**src/rtl/mem_pkg.sv**
```systemverilog
// Shared types and defaults for the memory arbiter: FSM states, requester ids,
// RAM window defaults and the address-fault check.
package mem_pkg;

  typedef enum logic [1:0] {
    IDLE = 2'd0,
    WAIT = 2'd1,
    HOLD = 2'd2
  } state_e;

  typedef enum logic {
    PORT_IFU = 1'b0,
    PORT_LSU = 1'b1
  } port_e;

  localparam logic [31:0] MEM_BASE_DEFAULT = 32'h8000_0000;
  localparam logic [31:0] MEM_SIZE_DEFAULT = 32'h0000_2024;

  // The upper bound is formed in 33 bits so a window touching the top of the
  // address space cannot wrap around.
  function automatic logic addr_fault(input logic [31:0] addr,
                                      input logic [31:0] base,
                                      input logic [31:0] size);
    logic [32:0] limit;
    limit = {1'b0, base} + {1'b0, size};
    return (addr[1:0] != 2'b00) || (addr < base) || ({1'b0, addr} >= limit);
  endfunction

endpackage

```
**src/rtl/mem_arbiter_if.sv**
```systemverilog
// Bus bundle between the fetch/load-store requesters, the arbiter and the RAM.
interface mem_arbiter_if;

  logic        ifu_req_valid;
  logic        ifu_req_ready;
  logic [31:0] ifu_addr;
  logic        ifu_rsp_valid;
  logic        ifu_rsp_ready;
  logic [31:0] ifu_rdata;
  logic        ifu_rsp_err;

  logic        lsu_req_valid;
  logic        lsu_req_ready;
  logic [31:0] lsu_addr;
  logic        lsu_we;
  logic [3:0]  lsu_be;
  logic [31:0] lsu_wdata;
  logic        lsu_rsp_valid;
  logic        lsu_rsp_ready;
  logic [31:0] lsu_rdata;
  logic        lsu_rsp_err;

  logic        ram_en;
  logic [3:0]  ram_we;
  logic [31:0] ram_addr;
  logic [31:0] ram_wd;
  logic [31:0] ram_rd;

  // Arbiter side.
  modport slave (
    input  ifu_req_valid, ifu_addr, ifu_rsp_ready,
    output ifu_req_ready, ifu_rsp_valid, ifu_rdata, ifu_rsp_err,
    input  lsu_req_valid, lsu_addr, lsu_we, lsu_be, lsu_wdata, lsu_rsp_ready,
    output lsu_req_ready, lsu_rsp_valid, lsu_rdata, lsu_rsp_err,
    output ram_en, ram_we, ram_addr, ram_wd,
    input  ram_rd
  );

  // Requester and RAM side.
  modport master (
    output ifu_req_valid, ifu_addr, ifu_rsp_ready,
    input  ifu_req_ready, ifu_rsp_valid, ifu_rdata, ifu_rsp_err,
    output lsu_req_valid, lsu_addr, lsu_we, lsu_be, lsu_wdata, lsu_rsp_ready,
    input  lsu_req_ready, lsu_rsp_valid, lsu_rdata, lsu_rsp_err,
    input  ram_en, ram_we, ram_addr, ram_wd,
    output ram_rd
  );

endinterface

```
**src/rtl/rr_arb2.sv**
```systemverilog
// Two-way round-robin arbiter between IFU and LSU with a last-grant register.
module rr_arb2
  import mem_pkg::*;
(
  input  logic  clk,
  input  logic  rst,
  input  logic  en,
  input  logic  req_ifu,
  input  logic  req_lsu,
  output logic  gnt_valid,
  output port_e grant,
  output port_e last_grant
);

  port_e last_q;

  always_comb begin
    grant = PORT_IFU;
    if (req_ifu && req_lsu) begin
      grant = (last_q == PORT_LSU) ? PORT_IFU : PORT_LSU;
    end else if (req_lsu) begin
      grant = PORT_LSU;
    end
    gnt_valid = en && (req_ifu || req_lsu);
  end

  // Ready equals valid for the granted port, so every grant is an acceptance.
  always_ff @(posedge clk) begin
    if (rst) begin
      last_q <= PORT_LSU;
    end else if (gnt_valid) begin
      last_q <= grant;
    end
  end

  assign last_grant = last_q;

endmodule

```
**src/rtl/mem_arbiter.sv**
```systemverilog
// Single-RAM arbiter for a fetch port and a load/store port: one outstanding
// access, response one cycle after acceptance, buffered while back-pressured.
module mem_arbiter
  import mem_pkg::*;
#(
  parameter logic [31:0] MEM_BASE = MEM_BASE_DEFAULT,
  parameter logic [31:0] MEM_SIZE = MEM_SIZE_DEFAULT
) (
  input logic         clk,
  input logic         rst,
  mem_arbiter_if.slave bus
);

  state_e      state_q, state_d;
  port_e       port_q, port_d;
  logic        fault_q, fault_d;
  logic        use_rd_q, use_rd_d;
  logic [31:0] buf_rdata_q, buf_rdata_d;
  logic        buf_err_q, buf_err_d;

  logic        arb_en;
  logic        gnt_valid;
  port_e       grant;
  port_e       last_grant;

  logic [31:0] sel_addr;
  logic [31:0] offset;
  logic        req_fault;
  logic        sel_rsp_ready;
  logic        rsp_valid;
  logic [31:0] rsp_rdata;
  logic        rsp_err;
  logic        ifu_ready, lsu_ready;
  logic        ram_en;
  logic [3:0]  ram_we;

  assign arb_en = (state_q == IDLE) && !rst;

  rr_arb2 u_rr_arb2 (
    .clk        (clk),
    .rst        (rst),
    .en         (arb_en),
    .req_ifu    (bus.ifu_req_valid),
    .req_lsu    (bus.lsu_req_valid),
    .gnt_valid  (gnt_valid),
    .grant      (grant),
    .last_grant (last_grant)
  );

  assign sel_addr      = (grant == PORT_LSU) ? bus.lsu_addr : bus.ifu_addr;
  assign req_fault     = addr_fault(sel_addr, MEM_BASE, MEM_SIZE);
  assign offset        = sel_addr - MEM_BASE;
  assign sel_rsp_ready = (port_q == PORT_LSU) ? bus.lsu_rsp_ready : bus.ifu_rsp_ready;

  always_comb begin
    state_d     = state_q;
    port_d      = port_q;
    fault_d     = fault_q;
    use_rd_d    = use_rd_q;
    buf_rdata_d = buf_rdata_q;
    buf_err_d   = buf_err_q;
    ifu_ready   = 1'b0;
    lsu_ready   = 1'b0;
    ram_en      = 1'b0;
    ram_we      = 4'b0000;
    rsp_valid   = 1'b0;
    rsp_rdata   = 32'h0;
    rsp_err     = 1'b0;

    unique case (state_q)
      IDLE: begin
        if (gnt_valid) begin
          ifu_ready = (grant == PORT_IFU);
          lsu_ready = (grant == PORT_LSU);
          if (!req_fault) begin
            ram_en = 1'b1;
            if (grant == PORT_LSU && bus.lsu_we) ram_we = bus.lsu_be;
          end
          port_d   = grant;
          fault_d  = req_fault;
          use_rd_d = !req_fault && !(grant == PORT_LSU && bus.lsu_we);
          state_d  = WAIT;
        end
      end
      WAIT: begin
        rsp_valid = 1'b1;
        rsp_rdata = use_rd_q ? bus.ram_rd : 32'h0;
        rsp_err   = fault_q;
        if (sel_rsp_ready) begin
          state_d = IDLE;
        end else begin
          // ram_rd is only valid this cycle, so capture it before stalling.
          buf_rdata_d = rsp_rdata;
          buf_err_d   = fault_q;
          state_d     = HOLD;
        end
      end
      HOLD: begin
        rsp_valid = 1'b1;
        rsp_rdata = buf_rdata_q;
        rsp_err   = buf_err_q;
        if (sel_rsp_ready) state_d = IDLE;
      end
      default: state_d = IDLE;
    endcase
  end

  always_ff @(posedge clk) begin
    if (rst) begin
      state_q     <= IDLE;
      port_q      <= PORT_IFU;
      fault_q     <= 1'b0;
      use_rd_q    <= 1'b0;
      buf_rdata_q <= 32'h0;
      buf_err_q   <= 1'b0;
    end else begin
      state_q     <= state_d;
      port_q      <= port_d;
      fault_q     <= fault_d;
      use_rd_q    <= use_rd_d;
      buf_rdata_q <= buf_rdata_d;
      buf_err_q   <= buf_err_d;
    end
  end

  // Reset masks everything so an in-flight response never pulses out.
  assign bus.ifu_req_ready = ifu_ready && !rst;
  assign bus.lsu_req_ready = lsu_ready && !rst;
  assign bus.ifu_rsp_valid = rsp_valid && (port_q == PORT_IFU) && !rst;
  assign bus.lsu_rsp_valid = rsp_valid && (port_q == PORT_LSU) && !rst;
  assign bus.ifu_rdata     = (port_q == PORT_IFU) ? rsp_rdata : 32'h0;
  assign bus.lsu_rdata     = (port_q == PORT_LSU) ? rsp_rdata : 32'h0;
  assign bus.ifu_rsp_err   = rsp_err && (port_q == PORT_IFU);
  assign bus.lsu_rsp_err   = rsp_err && (port_q == PORT_LSU);
  assign bus.ram_en        = ram_en && !rst;
  assign bus.ram_we        = rst ? 4'b0000 : ram_we;
  assign bus.ram_addr      = {2'b00, offset[31:2]};
  assign bus.ram_wd        = bus.lsu_wdata;

endmodule
```
**src/flat_wrapper.sv**
```systemverilog
// flat-port wrapper written by rule: the top's interface ports become plain ports
module mem_arbiter_flat import mem_pkg::*;
#(
  parameter logic [31:0] MEM_BASE = MEM_BASE_DEFAULT,
  parameter logic [31:0] MEM_SIZE = MEM_SIZE_DEFAULT
)
  (clk, rst, bus_ifu_req_valid, bus_ifu_addr, bus_ifu_rsp_ready, bus_ifu_req_ready, bus_ifu_rsp_valid, bus_ifu_rdata, bus_ifu_rsp_err, bus_lsu_req_valid, bus_lsu_addr, bus_lsu_we, bus_lsu_be, bus_lsu_wdata, bus_lsu_rsp_ready, bus_lsu_req_ready, bus_lsu_rsp_valid, bus_lsu_rdata, bus_lsu_rsp_err, bus_ram_en, bus_ram_we, bus_ram_addr, bus_ram_wd, bus_ram_rd);
  mem_arbiter_if bus_i ();
  input logic clk;
  input logic rst;
  input wire logic [$bits(bus_i.ifu_req_valid)-1:0] bus_ifu_req_valid;
  input wire logic [$bits(bus_i.ifu_addr)-1:0] bus_ifu_addr;
  input wire logic [$bits(bus_i.ifu_rsp_ready)-1:0] bus_ifu_rsp_ready;
  output wire logic [$bits(bus_i.ifu_req_ready)-1:0] bus_ifu_req_ready;
  output wire logic [$bits(bus_i.ifu_rsp_valid)-1:0] bus_ifu_rsp_valid;
  output wire logic [$bits(bus_i.ifu_rdata)-1:0] bus_ifu_rdata;
  output wire logic [$bits(bus_i.ifu_rsp_err)-1:0] bus_ifu_rsp_err;
  input wire logic [$bits(bus_i.lsu_req_valid)-1:0] bus_lsu_req_valid;
  input wire logic [$bits(bus_i.lsu_addr)-1:0] bus_lsu_addr;
  input wire logic [$bits(bus_i.lsu_we)-1:0] bus_lsu_we;
  input wire logic [$bits(bus_i.lsu_be)-1:0] bus_lsu_be;
  input wire logic [$bits(bus_i.lsu_wdata)-1:0] bus_lsu_wdata;
  input wire logic [$bits(bus_i.lsu_rsp_ready)-1:0] bus_lsu_rsp_ready;
  output wire logic [$bits(bus_i.lsu_req_ready)-1:0] bus_lsu_req_ready;
  output wire logic [$bits(bus_i.lsu_rsp_valid)-1:0] bus_lsu_rsp_valid;
  output wire logic [$bits(bus_i.lsu_rdata)-1:0] bus_lsu_rdata;
  output wire logic [$bits(bus_i.lsu_rsp_err)-1:0] bus_lsu_rsp_err;
  output wire logic [$bits(bus_i.ram_en)-1:0] bus_ram_en;
  output wire logic [$bits(bus_i.ram_we)-1:0] bus_ram_we;
  output wire logic [$bits(bus_i.ram_addr)-1:0] bus_ram_addr;
  output wire logic [$bits(bus_i.ram_wd)-1:0] bus_ram_wd;
  input wire logic [$bits(bus_i.ram_rd)-1:0] bus_ram_rd;
  assign bus_i.ifu_req_valid = bus_ifu_req_valid;
  assign bus_i.ifu_addr = bus_ifu_addr;
  assign bus_i.ifu_rsp_ready = bus_ifu_rsp_ready;
  assign bus_ifu_req_ready = bus_i.ifu_req_ready;
  assign bus_ifu_rsp_valid = bus_i.ifu_rsp_valid;
  assign bus_ifu_rdata = bus_i.ifu_rdata;
  assign bus_ifu_rsp_err = bus_i.ifu_rsp_err;
  assign bus_i.lsu_req_valid = bus_lsu_req_valid;
  assign bus_i.lsu_addr = bus_lsu_addr;
  assign bus_i.lsu_we = bus_lsu_we;
  assign bus_i.lsu_be = bus_lsu_be;
  assign bus_i.lsu_wdata = bus_lsu_wdata;
  assign bus_i.lsu_rsp_ready = bus_lsu_rsp_ready;
  assign bus_lsu_req_ready = bus_i.lsu_req_ready;
  assign bus_lsu_rsp_valid = bus_i.lsu_rsp_valid;
  assign bus_lsu_rdata = bus_i.lsu_rdata;
  assign bus_lsu_rsp_err = bus_i.lsu_rsp_err;
  assign bus_ram_en = bus_i.ram_en;
  assign bus_ram_we = bus_i.ram_we;
  assign bus_ram_addr = bus_i.ram_addr;
  assign bus_ram_wd = bus_i.ram_wd;
  assign bus_i.ram_rd = bus_ram_rd;
  mem_arbiter #(.MEM_BASE(MEM_BASE), .MEM_SIZE(MEM_SIZE)) u_core (.clk(clk), .rst(rst), .bus(bus_i));
endmodule
```
**config.mk**
```make
export PLATFORM = sky130hd
export DESIGN_NAME = mem_arbiter_flat
export DESIGN_NICKNAME = d
export VERILOG_FILES = /design/src/rtl/mem_pkg.sv /design/src/rtl/mem_arbiter_if.sv /design/src/rtl/rr_arb2.sv /design/src/rtl/mem_arbiter.sv /design/src/flat_wrapper.sv
export SDC_FILE = /design/constraint.sdc
export NUM_CORES = 1
export LEC_CHECK = 0
export ABC_AREA = 1
export BUFFER_PORTS_ARGS = -buffer_cell sky130_fd_sc_hd__buf_4
export CORE_AREA = 2 2 107 109
export CTS_CLUSTER_SIZE = 20
export DETAILED_ROUTE_END_ITERATION = 6
export DIE_AREA = 0 0 109 111
export PLACE_DENSITY = 0.67
export SYNTH_ARGS = -nofsm -noshare
export SYNTH_HDL_FRONTEND = slang
export SYNTH_SLANG_ARGS = --single-unit
```
**constraint.sdc**
```tcl
create_clock -name clk -period 3.1 [get_ports clk]
set_input_delay 0.93 -clock clk [delete_from_list [all_inputs] [get_ports clk]]
set_output_delay 0.93 -clock clk [all_outputs]
set_load 0.05 [all_outputs]
```
=== Yosys cells after proc, flatten, opt, wreduce, memory -nomap -nowiden ===
Index checks and enable logic that the tools add are counted.

* Add/subtract/negate cells: 1
* $mul: 0
* Div/mod/pow operators: 0
* $lt $le $gt $ge: 2
* Equal/unequal tests: 4
* Shift-type cells: 0
* Muxes and demuxes: 27
* Bitwise logic cells: 3
* Reduce and logical (&&, ||, !) cells: 26

{| class="wikitable"
|+ Operator list
! cell !! number
|-
| 2-to-1 mux 32 bit || 4
|-
| one-hot mux 32 bit (2 select lines) || 1
|-
| >= comparator 32 bit (second input constant) || 1
|-
| less-than comparator 32 bit (second input constant) || 1
|-
| subtractor 32 bit (second input constant) || 1
|-
| 2-to-1 mux 4 bit || 5
|-
| logical AND 1 bit || 14
|-
| 2-to-1 mux 1 bit || 12
|-
| 2-to-1 mux 2 bit || 3
|-
| one-hot mux 2 bit (3 select lines) || 1
|-
| AND reduction 2 bit || 3
|-
| inequality test 2 x 1 -> 1 bit (second input constant) || 2
|-
| logical NOT 1 bit || 3
|-
| logical OR 1 bit || 3
|-
| inverter 1 bit || 3
|-
| == test 2 x 1 -> 1 bit (second input constant) || 1
|-
| == test 2 bit (second input constant) || 1
|-
| logical NOT 2 bit || 1
|-
| one-hot mux 1 bit (2 select lines) || 1
|-
| nonzero test 2 bit || 1
|-
| OR reduction 2 bit || 1
|}

* Flip-flop bits (word level): 39
* Bits in latches: 0
* Bits in writable memories: 0
* Memory bits (read-only): 0
* Input bits: 139
* Output and inout port bits: 139
* Memories kept: 0

=== Depth between registers and ports, before layout ===
* Word-level depth: 10
* Gate-level depth with buffers: 13

=== By module ===
A second synthesis with hierarchy kept.

* Cells, all modules: 578
* Area total of the unflattened synthesis: 3,385.7 um^2

{| class="wikitable"
|+ Modules (own cells, without submodules)
! module !! instances !! cells each !! area an instance (um^2) !! seq. area each (um^2)
|-
| mem_arbiter || 1 || 569 || 3,324.4 || 760.7
|-
| rr_arb2 || 1 || 9 || 61.3 || 20.0
|}

=== Least setup slack after synthesis ===
No wires, ideal clock.

* Kind: input to output
* From: in bus_ifu_req_valid
* To: out bus_ram_we[0]
* Arrival time: 2.859 ns
* Data required time: 2.170 ns
* Slack: -0.689 ns
* Stages on the path: 11
* Path through: nand2_1 nand2_1 buf_6 clkinv_1 nand2_1 nand2_1 nor2_1 nand3_1 nand2_1 nand2_2 nor2_1

* Word-level cells in the longest chain between the ends: 10
* Elaborated cells between the ends (all ways): 16

{| class="wikitable"
|+ Ends and longest elaborated chain
! what !! line !! source
|-
| start, declared || flat_wrapper.sv:11 || <nowiki>input wire logic [$bits(bus_i.ifu_req_valid)-1:0] bus_ifu_req_valid;</nowiki>
|-
| logical AND 1 bit || rr_arb2.sv:19 || <nowiki>if (req_ifu && req_lsu) begin</nowiki>
|-
| 2-to-1 mux 1 bit || rr_arb2.sv:19 ||
|-
| 2-to-1 mux 32 bit || mem_arbiter.sv:50 || <nowiki>assign sel_addr = (grant == PORT_LSU) ? bus.lsu_addr : bus.ifu_addr;</nowiki>
|-
| less-than comparator 32 bit or nonzero test 2 bit (tied branches) || mem_pkg.sv:26 || <nowiki>return (addr[1:0] != 2'b00) || (addr < base) || ({1'b0, addr} >= limit);</nowiki>
|-
| logical OR 1 bit (2 in a row) || mem_pkg.sv:26 ||
|-
| 2-to-1 mux 4 bit || mem_arbiter.sv:75 || <nowiki>if (!req_fault) begin</nowiki>
|-
| 2-to-1 mux 4 bit * || mem_arbiter.sv:72 || <nowiki>if (gnt_valid) begin</nowiki>
|-
| 2-to-1 mux 4 bit * || mem_arbiter.sv:70 || <nowiki>unique case (state_q)</nowiki>
|-
| 2-to-1 mux 4 bit * || mem_arbiter.sv:136 || <nowiki>assign bus.ram_we = rst ? 4'b0000 : ram_we;</nowiki>
|-
| end, declared || flat_wrapper.sv:29 || <nowiki>output wire logic [$bits(bus_i.ram_we)-1:0] bus_ram_we;</nowiki>
|}

Every way passes the cells marked *; elsewhere a longest branch is shown, timed or not.

=== Final worst setup path ===
* From: in bus_ifu_req_valid
* To: out bus_ram_we[3]

Same word-level chain as after synthesis.

==> run summary <==
The initialized floorplan defines 39 standard-cell rows. The area of the die is 12100 µm², and the data required time at the worst endpoint is 2170 ps. For this design the ratio of total power to cell area is 456 nW/µm².

The tightest hold path in the finished design has a slack of 454 ps. The number of slew-limit violations in the final report came out at 0. The final period utilization works out to 109%. For the final instance count without filler cells, the log shows 947. For this run, the post-layout net count is 945. The total iterations of the first detailed-routing run is 6, and the fmax is 0.295 GHz.

The prevailing post-synth register cell is sky130_fd_sc_hd__dfxtp_1. The critical path is of the in2out type. Count of final setup violators: 5. Of all cell types, the one taking the most synthesized area is sky130_fd_sc_hd__dfxtp_1.

In this run the deepest clock path goes through 2 buffers. The number of vias in the routed layout came out at 4248. Cells fill 52.1% of the core in the end. The final reports fail on negative setup slack.

In the post-synthesis netlist, the biggest area contributors are sky130_fd_sc_hd__dfxtp_1 (23%), sky130_fd_sc_hd__inv_1 (14%), sky130_fd_sc_hd__nand2_1 (9.9%). Summed over all cells, the static leakage comes to 2.84 nW. The pin count of the biggest net entering global routing was 54; the overall die width was 109 µm. Across the run, the number of max-cap violations was 0. The run finished, with violations left.

Most frequent cell after synthesis: sky130_fd_sc_hd__inv_1. Setup repair after global routing could not meet its margin everywhere. TritonCTS built the clock tree.

The count of yosys warnings during synthesis is 0. The synthesized design contains 0 enable-type register cells. Number of failing hold endpoints at the final stage: 0. The synthesized design devotes to its leading area cell type 22.8% of total area.

The repair_antennas step left the layout with diodes totalling 0. The clock edge transition at the registers on the reported setup and hold paths was 60 ps. The commonest cells after synthesis are sky130_fd_sc_hd__inv_1 (129), sky130_fd_sc_hd__nand2_1 (90), sky130_fd_sc_hd__nor2_1 (84). For this design, the sink count on the clock tree is 39. The clock latency on the worst-skew pair was 280 ps.

The tools report the number of instances in the placed design as 920. Once placement finished, the instance area stood at 5240 µm². From synthesis to final layout, the design area changed by 68.6%. In the routed layout, each cell is associated on average with a via count of 4.49.

Clock network power share: 22.1%. Global-route congestion overflow total: 0. The signal arrival time at the worst endpoint was 2450 ps; the synthesized flop and latch total was 39. The run gives 11100 µm² as the placeable core region. In the final routed layout, each cell accounts on average for 12.3 µm. The wire length of the first global-routing pass is 17.6 mm. The part of the Yosys area used for sequential elements is 22.8%. Buffers placed on the I/O ports in this run total 211. For this block, the routed nets add up to 11.7 mm of wire. Along the worst path, the maximum fanout reaches 7. The tools report the final-layout setup total negative slack as -1020 ps. Of the total power, registers draw 24.2%. For the flip-flop and latch area, the log shows 782 µm².

The internal power was 1.51 mW; the worst slack at placement was -474 ps. Starting density of the core: 30.9%. Across every metal layer, demand over resource in global routing totals 17.9%. The analysis attributes to net switching a power of 1.12 mW. The layout has 1179 filler cells. After clock tree synthesis, the flow added hold-fix buffers numbering 0. The worst path in the final design needs a cycle of 3380 ps, including I/O delays and setup. The final worst setup slack was -284 ps; the largest vdd supply drop was 0.304 mV. With fillers left out, the area of the finished cells amounts to 5770 µm². After synthesis, the share of flip-flops with an asynchronous set or reset is 0%.

The final clock skew came out at 6.03 ps. Net switching is 42.7% of the power. The run gives 5 as the number of buffers created by CTS. After detailed routing, the number of remaining DRC violations is 0.

In this run the number of H-tree levels came out at 2. The run gives 3712 as the via count of the first global-routing pass. The startpoint type of the worst setup path is an input pin. The height of the die was 111 µm. Detailed placement finished with a half-perimeter wire length of 8.79 mm. The min-delay analysis places its worst path in the category reg2reg. The tools report the routability-driven placement congestion ratio as 0.838. Proportion of power drawn by combinational gates: 53.7%. STA classifies the critical path endpoint as an output pin. The tree is rooted in a sky130_fd_sc_hd__clkbuf_16. After technology mapping, the gate count stands at 599.

The synthesized area per cell is 5.71 µm², and the number of distinct library cells after synthesis is 22. After synthesis the cells add up to 3420 µm². After layout, the design draws a total of 2.63 mW. Summing all multi-input logic gate instances after layout gives 1970 µm². The run gives 278 as the count of pins on the block boundary. The tools report the initial antenna violation count as 0. The run gives 0 as the number of routed nets with antenna violations. The first routing iteration left 122 violations. Layout cell share with drive strength beyond 1: 40.2%.
layer usage:
metal	global-route usage [%]	share of wire [%]	vias to the layer above
li1	-	-	2225
met1	20.1	39	1836
met2	32.6	50	174
met3	5.23	9.5	13
met4	4.19	1.3	0
met5	0	0	-
sequential cells by signal, indices dropped and copies added, names as in the netlist:
name and count:
u_core.buf_rdata_q 32, u_core.state_q 2, u_core.buf_err_q 1, u_core.fault_q 1, u_core.port_q 1, u_core.u_rr_arb2.last_grant 1
u_core.use_rd_q 1
repair_timing:
| action | in CTS | in global routing |
|---|---|---|
| hold endpoints to repair | 0 | 0 |
| setup buffers | 7 | 10 |
| pin swaps | 5 | 25 |
| gates cloned | 2 | 0 |
| gates resized for setup | 31 | 25 |
| endpoints found under the setup margin | 5 | 5 |
power by group through the flow:
stage          logic, mW  registers (mW)  clock network [mW]
2_1_floorplan      0.946           0.640                   0
3_3_place_gp        1.32           0.646                   0
3_5_place_dp        1.33           0.648                   0
4_1_cts             1.38           0.638               0.596
5_1_grt             1.53           0.648               0.617
6_report            1.41           0.638               0.580
cell families after synthesis:
family	after synthesis	share of synthesized area (%)
buf+inv	204	26.8
fa+ha+maj	3	1.10
simple gates	240	30.2
compound gates	112	18.9
flops	39	22.8
other cells	1	0.110
worst max-delay path, stage by stage:
cell and delay [ps]:
sky130_fd_sc_hd__buf_8 110, sky130_fd_sc_hd__nand2_8 120, sky130_fd_sc_hd__nand2_8 90, sky130_fd_sc_hd__buf_6 130, sky130_fd_sc_hd__o21ai_2 130, sky130_fd_sc_hd__nand2_1 80, sky130_fd_sc_hd__nor2_2 120, sky130_fd_sc_hd__nand3_2 110
sky130_fd_sc_hd__nor2_4 150, sky130_fd_sc_hd__nand2_4 110, sky130_fd_sc_hd__nor3_4 200, sky130_fd_sc_hd__buf_6 180
layout make-up:
class	instances	area share (%)
timing repair buffer	268	37.6
clock buffer	5	2.17
multi-input combinational	358	34.2
tap	143	3.10
sequential	39	13.6
inverter	131	8.61
clock inverter	3	0.759
placed cells by master, fill, tap and decap left out:
cell type and n:
sky130_fd_sc_hd__buf_8 5, sky130_fd_sc_hd__nand3_1 43, sky130_fd_sc_hd__nand2_8 4, sky130_fd_sc_hd__ha_1 3
sky130_fd_sc_hd__nor2_1 74, sky130_fd_sc_hd__buf_6 7, sky130_fd_sc_hd__dfxtp_1 38, sky130_fd_sc_hd__nor2_4 4
sky130_fd_sc_hd__o21ai_0 35, sky130_fd_sc_hd__inv_1 129, sky130_fd_sc_hd__buf_16 1, sky130_fd_sc_hd__o21ai_1 1
sky130_fd_sc_hd__clkinv_4 2, sky130_fd_sc_hd__dfxtp_2 1, sky130_fd_sc_hd__clkbuf_16 5, sky130_fd_sc_hd__inv_2 1
sky130_fd_sc_hd__a21oi_1 38, sky130_fd_sc_hd__a22o_1 1, sky130_fd_sc_hd__nand3b_1 18, sky130_fd_sc_hd__nand3_2 3
sky130_fd_sc_hd__a211oi_1 33, sky130_fd_sc_hd__clkinv_2 1, sky130_fd_sc_hd__nand2_4 8, sky130_fd_sc_hd__nand2_1 66
sky130_fd_sc_hd__bufinv_16 1, sky130_fd_sc_hd__buf_12 6, sky130_fd_sc_hd__nand2_2 14, sky130_fd_sc_hd__o21ai_2 4
sky130_fd_sc_hd__nor3_4 1, sky130_fd_sc_hd__conb_1 2, sky130_fd_sc_hd__buf_4 249, sky130_fd_sc_hd__nor2_2 6
path summary, 6_finish.rpt:
path                                        startpoint                endpoint  slack (ps)  depth (start not counted)
worst max-delay path                 bus_ifu_req_valid           bus_ram_we[3]        -280                         12
worst min-delay path            u_core.buf_rdata_q[22]  u_core.buf_rdata_q[22]         450                          2
worst max register to register       u_core.state_q[1]  u_core.buf_rdata_q[14]        1180                          6
worst min register to register  u_core.buf_rdata_q[22]  u_core.buf_rdata_q[22]         450                          2
(Power assumes the default switching activity.)
